===== src/rtl/uart_tx_cfg.sv =====
// UART transmitter with a built-in TX FIFO; run-time parity (none/even/odd) and 1/2 stop bits.
// Write-to-line: 1 clock from push into an idle, empty FIFO; wr_ready drops while the FIFO is full.
module uart_tx_cfg #(
   parameter int DATA_BITS  = 8,
   parameter int OVERSAMPLE = 16,
   parameter int FIFO_DEPTH = 4
) (
   input  logic                               clk_50MHz,
   input  logic                               reset_n,
   input  logic                               sample_tick,
   input  logic                               wr_valid,
   input  logic [DATA_BITS-1:0]               wr_data,
   output logic                               wr_ready,
   input  logic [1:0]                         parity_mode,
   input  logic                               two_stop,
   output logic                               tx,
   output logic                               tx_busy,
   output logic                               tx_done_tick,
   output logic [$clog2(FIFO_DEPTH+1)-1:0]    fifo_count,
   output logic                               fifo_empty
);

   localparam int CW = $clog2(FIFO_DEPTH + 1);
   localparam int PW = $clog2(FIFO_DEPTH);
   localparam int TW = $clog2(2 * OVERSAMPLE);
   localparam int BW = $clog2(DATA_BITS);

   localparam logic [CW-1:0] FULL_CNT = CW'(FIFO_DEPTH);
   localparam logic [TW-1:0] OS_LAST  = TW'(OVERSAMPLE - 1);
   localparam logic [TW-1:0] TS_LAST  = TW'(2 * OVERSAMPLE - 1);
   localparam logic [BW-1:0] BIT_LAST = BW'(DATA_BITS - 1);

   typedef enum logic [2:0] {
      S_IDLE,
      S_START,
      S_DATA,
      S_PARITY,
      S_STOP
   } state_e;

   logic [DATA_BITS-1:0] mem_q [FIFO_DEPTH];
   logic [PW-1:0]        wr_ptr_q, rd_ptr_q;
   logic [CW-1:0]        count_q;
   logic                 push, pop;
   logic [DATA_BITS-1:0] head;

   state_e               state_q, state_d;
   logic [TW-1:0]        tick_q, tick_d;
   logic [BW-1:0]        bit_cnt_q, bit_cnt_d;
   logic [DATA_BITS-1:0] shreg_q, shreg_d;
   logic                 par_q, par_d;
   logic                 par_en_q, par_en_d;
   logic                 two_stop_q, two_stop_d;
   logic                 tx_q, tx_d;
   logic                 done_q, done_d;
   logic                 bit_end;

   assign wr_ready     = (count_q != FULL_CNT);
   assign fifo_empty   = (count_q == '0);
   assign fifo_count   = count_q;
   assign push         = wr_valid && wr_ready;
   assign head         = mem_q[rd_ptr_q];
   assign tx           = tx_q;
   assign tx_busy      = (state_q != S_IDLE);
   assign tx_done_tick = done_q;

   always_ff @(posedge clk_50MHz) begin
      if (push) begin
         mem_q[wr_ptr_q] <= wr_data;
      end
   end

   always_ff @(posedge clk_50MHz or negedge reset_n) begin
      if (!reset_n) begin
         wr_ptr_q <= '0;
         rd_ptr_q <= '0;
         count_q  <= '0;
      end else begin
         if (push) wr_ptr_q <= wr_ptr_q + PW'(1);
         if (pop)  rd_ptr_q <= rd_ptr_q + PW'(1);
         case ({push, pop})
            2'b10:   count_q <= count_q + CW'(1);
            2'b01:   count_q <= count_q - CW'(1);
            default: count_q <= count_q;
         endcase
      end
   end

   // The stop period is the only bit that may span two OVERSAMPLE windows.
   assign bit_end = sample_tick &&
                    (tick_q == ((state_q == S_STOP && two_stop_q) ? TS_LAST : OS_LAST));

   always_comb begin
      state_d    = state_q;
      tick_d     = sample_tick ? tick_q + TW'(1) : tick_q;
      bit_cnt_d  = bit_cnt_q;
      shreg_d    = shreg_q;
      par_d      = par_q;
      par_en_d   = par_en_q;
      two_stop_d = two_stop_q;
      done_d     = 1'b0;
      pop        = 1'b0;

      case (state_q)
         S_IDLE: begin
            tick_d = '0;
            if (!fifo_empty) begin
               pop        = 1'b1;
               shreg_d    = head;
               par_en_d   = (parity_mode == 2'b01) || (parity_mode == 2'b10);
               two_stop_d = two_stop;
               par_d      = (^head) ^ (parity_mode == 2'b10);
               state_d    = S_START;
            end
         end
         S_START: begin
            if (bit_end) begin
               tick_d    = '0;
               bit_cnt_d = '0;
               state_d   = S_DATA;
            end
         end
         S_DATA: begin
            if (bit_end) begin
               tick_d  = '0;
               shreg_d = {1'b1, shreg_q[DATA_BITS-1:1]};
               if (bit_cnt_q == BIT_LAST) begin
                  state_d = par_en_q ? S_PARITY : S_STOP;
               end else begin
                  bit_cnt_d = bit_cnt_q + BW'(1);
               end
            end
         end
         S_PARITY: begin
            if (bit_end) begin
               tick_d  = '0;
               state_d = S_STOP;
            end
         end
         S_STOP: begin
            if (bit_end) begin
               tick_d = '0;
               done_d = 1'b1;
               // Chain straight into the next start bit so queued frames leave no idle gap.
               if (!fifo_empty) begin
                  pop        = 1'b1;
                  shreg_d    = head;
                  par_en_d   = (parity_mode == 2'b01) || (parity_mode == 2'b10);
                  two_stop_d = two_stop;
                  par_d      = (^head) ^ (parity_mode == 2'b10);
                  state_d    = S_START;
               end else begin
                  state_d = S_IDLE;
               end
            end
         end
         default: begin
            state_d = S_IDLE;
         end
      endcase

      case (state_d)
         S_START:  tx_d = 1'b0;
         S_DATA:   tx_d = shreg_d[0];
         S_PARITY: tx_d = par_d;
         default:  tx_d = 1'b1;
      endcase
   end

   always_ff @(posedge clk_50MHz or negedge reset_n) begin
      if (!reset_n) begin
         state_q    <= S_IDLE;
         tick_q     <= '0;
         bit_cnt_q  <= '0;
         shreg_q    <= '1;
         par_q      <= 1'b0;
         par_en_q   <= 1'b0;
         two_stop_q <= 1'b0;
         tx_q       <= 1'b1;
         done_q     <= 1'b0;
      end else begin
         state_q    <= state_d;
         tick_q     <= tick_d;
         bit_cnt_q  <= bit_cnt_d;
         shreg_q    <= shreg_d;
         par_q      <= par_d;
         par_en_q   <= par_en_d;
         two_stop_q <= two_stop_d;
         tx_q       <= tx_d;
         done_q     <= done_d;
      end
   end

endmodule


===== config.mk =====
export PLATFORM = sky130hd
export DESIGN_NAME = uart_tx_cfg
export DESIGN_NICKNAME = d
export VERILOG_FILES = /design/src/rtl/uart_tx_cfg.sv
export SDC_FILE = /design/constraint.sdc
export NUM_CORES = 1
export LEC_CHECK = 0
export CAP_MARGIN = 5
export CORE_MARGIN = 4
export CORE_UTILIZATION = 35
export CTS_CLUSTER_SIZE = 10
export DETAILED_ROUTE_END_ITERATION = 10
export GPL_ROUTABILITY_DRIVEN = 0
export HOLD_SLACK_MARGIN = 0.08
export PLACE_DENSITY = 0.5
export SETUP_SLACK_MARGIN = 0.15
export SLEW_MARGIN = 20
export SYNTH_ARGS = -nofsm -noshare
export SYNTH_HDL_FRONTEND = slang
export SYNTH_SLANG_ARGS = --single-unit

===== constraint.sdc =====
create_clock -name clk_50MHz -period 3.75 [get_ports clk_50MHz]
set_clock_uncertainty 0.05 [all_clocks]
set_input_delay 0.75 -clock clk_50MHz [delete_from_list [all_inputs] [get_ports clk_50MHz]]
set_output_delay 0.75 -clock clk_50MHz [all_outputs]
set_load 0.03 [all_outputs]

==> flow_summary_export.csv <==
group,metric,value,unit
clock_tree,cts_sinks,63,
routing,ant_nets,0,
critical_path,start_kind,"flip-flop",
yosys,ys.flop_type,"edfxtp_1",
power_and_ir_drop,vdd_ir_drop_max,0.0003170,V
routing,dr_total_vias,1639,
global_routing,antenna_found_initial,0,
final_layout,nFillCells,714,
floorplanning,initial_core_util,36.41,%
sta,worstMarginPinSlew,0.5812,ns
critical_path,arrival,2.04,ns
sta,fin_crit_sh,75.64,%
routing,finalWirelength,4971,um
routing,vias_per_cell,4.922,
clock_tree,cts_max_level,3,
clock_tree,cts_buffers,9,
final_layout,final_common_cell,"edfxtp_1",
power_and_ir_drop,power.total,2569,uW
critical_path,regToRegStartpoint,"rd_ptr_q[0]",
run,max_cap_violations,0,
yosys,synth_cell_type_count,42,
floorplanning,core,7807,um^2
final_layout,areaGrowthSynthToFinish,17.65,%
clock_tree,clkTransAtPathRegs,0.07,ns
routing,drtIter0Drc,75,
clock_tree,ctsResizeCount,0,
sta,relSlewSlack,61.25,%
floorplanning,fp.dieH,98.12,um
yosys,yosys_warnings,0,
yosys,synth.avg_cell_area,14.43,um^2
final_layout,final_nets,251,
routing,drcViolationCount,0,
clock_tree,clock_path_buffers,2,
critical_path,reg2reg_depth,6,
sta,setup_tns,0,ns
critical_path,reg2reg_slack,1.31,ns
floorplanning,rows,32,
global_routing,first_global_vias,1726,
yosys,synthCells,197,
yosys,synth-seq-area-share,61.49,%
critical_path,cp-endpoint,"fifo_empty",
sta,setup_viol,0,
final_layout,drive_above_1_share,16.88,%
clock_tree,cts_root_buf,"clkbuf_8",
power_and_ir_drop,powerDensity,768.1,nW/um^2
yosys,synthArstFlopShare,49.21,%
sta,hold_viol,0,
placement,hpwl,3417,um
routing,drt_first_pass_iters,5,
critical_path,startpoint,"fifo_count[1]",
yosys,synth_nets,222,
worst_hold_path,hp-class,"flip-flop to flip-flop",
global_routing,grt_usage,11.45,%
outcome,status,"completed",
floorplanning,die_area,9628,um^2
sta,period_minus_slack,2.836,ns
yosys,synth-edff-count,32,
floorplanning,die_x,98.12,um
critical_path,required,2.95,ns
placement,port_buffers,22,
critical_path,endpoint_kind,"output port",
yosys,ys_ff_latch,63,
yosys,netlist_area,2843,um^2
critical_path,critPathMaxFanout,4,
sta,fmax,352.6,MHz
power_and_ir_drop,p_leak,0.001307,uW
critical_path,reg2reg_to,"par_q",
clock_tree,cts_setup_buffers,0,
critical_path,worstSetupPathType,"flip-flop to output port",
final_layout,layout_common_cells,"edfxtp_1 (32), dfrtp_1 (22), clkdlybuf4s50_1 (22)",
global_routing,grt_overflow,0,
clock_tree,clk_latency,0.35,ns
final_layout,antennaDiodeCount,0,
global_routing,grt_max_degree,32,
clock_tree,tritoncts,"built",
routing,wl_per_cell,14.93,um
sta,rsz0062_at_grt,"no",
floorplanning,ios,23,
sta,slew_viol_final,0,
global_routing,grt_pass1_wl,8397,um
clock_tree,holdBufCountCts,0,
==> how the worst min path moves through the flow <==
stage,start,slack [ns],to,depth (start not counted)
final,bit_cnt_q[2],0.46,bit_cnt_q[2],1
after global routing,bit_cnt_q[1],0.48,bit_cnt_q[1],1
after CTS,bit_cnt_q[2],0.47,bit_cnt_q[2],1
after detailed placement,bit_cnt_q[2],0.44,bit_cnt_q[2],1
after global placement,bit_cnt_q[2],0.44,bit_cnt_q[2],1
after floorplan,reset_n,0.40,bit_cnt_q[0],0
==> through the flow <==
stage	hold slack, ns	instance area [um^2]	setup WS (ns)	std cells	util (%)
after floorplan	0.4044	2843	0.9100	197	-
after global placement	0.4396	3164	0.6772	317	40.53
final	0.4648	3344	0.9136	333	42.84
after detailed placement	0.4418	3164	0.5988	317	40.53
after global routing	0.4785	3344	0.7316	333	42.84
after CTS	0.4692	3344	0.9017	333	42.84
==> layer usage <==
metal / up-vias / global-route usage, % / share of wire, %
met5: - / 0 / 0
met4: 0 / 5.751 / 2.6
met3: 9 / 4.000 / 4.6
met2: 41 / 16.70 / 45
met1: 798 / 15.12 / 48
li1: 791 / - / -
==> worst max-delay path: stages (launching register included) <==
cell and delay (ns):
dfrtp_1 0.41, nor3_1 0.50, clkdlybuf4s50_1 0.78
==> area by class of cell <==
| type | instances | area (um^2) | area share (%) |
|---|---|---|---|
| Clock buffer | 9 | 123.9 | 3.704 |
| Clock inverter | 7 | 56.30 | 1.684 |
| Inverter | 17 | 63.81 | 1.908 |
| Multi-Input combinational cell | 111 | 989.7 | 29.59 |
| Sequential cell | 63 | 1748 | 52.26 |
| Tap cell | 102 | 127.6 | 3.816 |
| Timing Repair Buffer | 24 | 235.2 | 7.033 |
==> flip-flops by register name (all words and copies together), names as in the netlist <==
| name | count |
|---|---|
| rd_ptr_q | 2 |
| tick_q | 5 |
| bit_cnt_q | 3 |
| shreg_q | 8 |
| fifo_count | 3 |
| tx_done_tick | 1 |
| tx | 1 |
| par_q | 1 |
| mem_q | 32 |
| two_stop_q | 1 |
| state_q | 3 |
| par_en_q | 1 |
| wr_ptr_q | 2 |
==> cell families (layout without fill, tap and decap cells) <==
kind of cell    Yosys count  after routing  share of synthesized area [%]
simple gates             40             40                          7.395
fa+ha+maj                11             11                          5.018
flops                    63             63                          61.49
mux                      12             12                          8.274
compound gates           28             28                          7.703
buf+inv                  23             57                          3.697
xor+xnor                 20             20                          6.426
==> synthesized netlist by cell type, types with 3 or more instances <==
cell      instances  area (um^2)
dfrtp_1          22        550.5
inv_1            17        63.81
xor2_1            7        61.31
and3_1            4        25.02
nand4_1           3        18.77
nor2_1           11        41.29
ha_1              9        112.6
mux4_2            6        135.1
dfstp_2           9        236.5
nor3_1            3        15.01
a222oi_1          7        70.07
o21ai_0           7        35.03
nand2_1           7        26.28
a21oi_1           6        30.03
xnor2_1          12        105.1
edfxtp_1         32        960.9
nand2b_1          3        18.77
==> report_power, final <==
part	leakage, uW	switching [uW]	internal (uW)
Sequential	0.000661	162	968
Clock	0.0000902	292	246
Combinational	0.000556	437	464
Total	0.00131	891	1680
No activity file was read; power rests on OpenSTA's default activity.
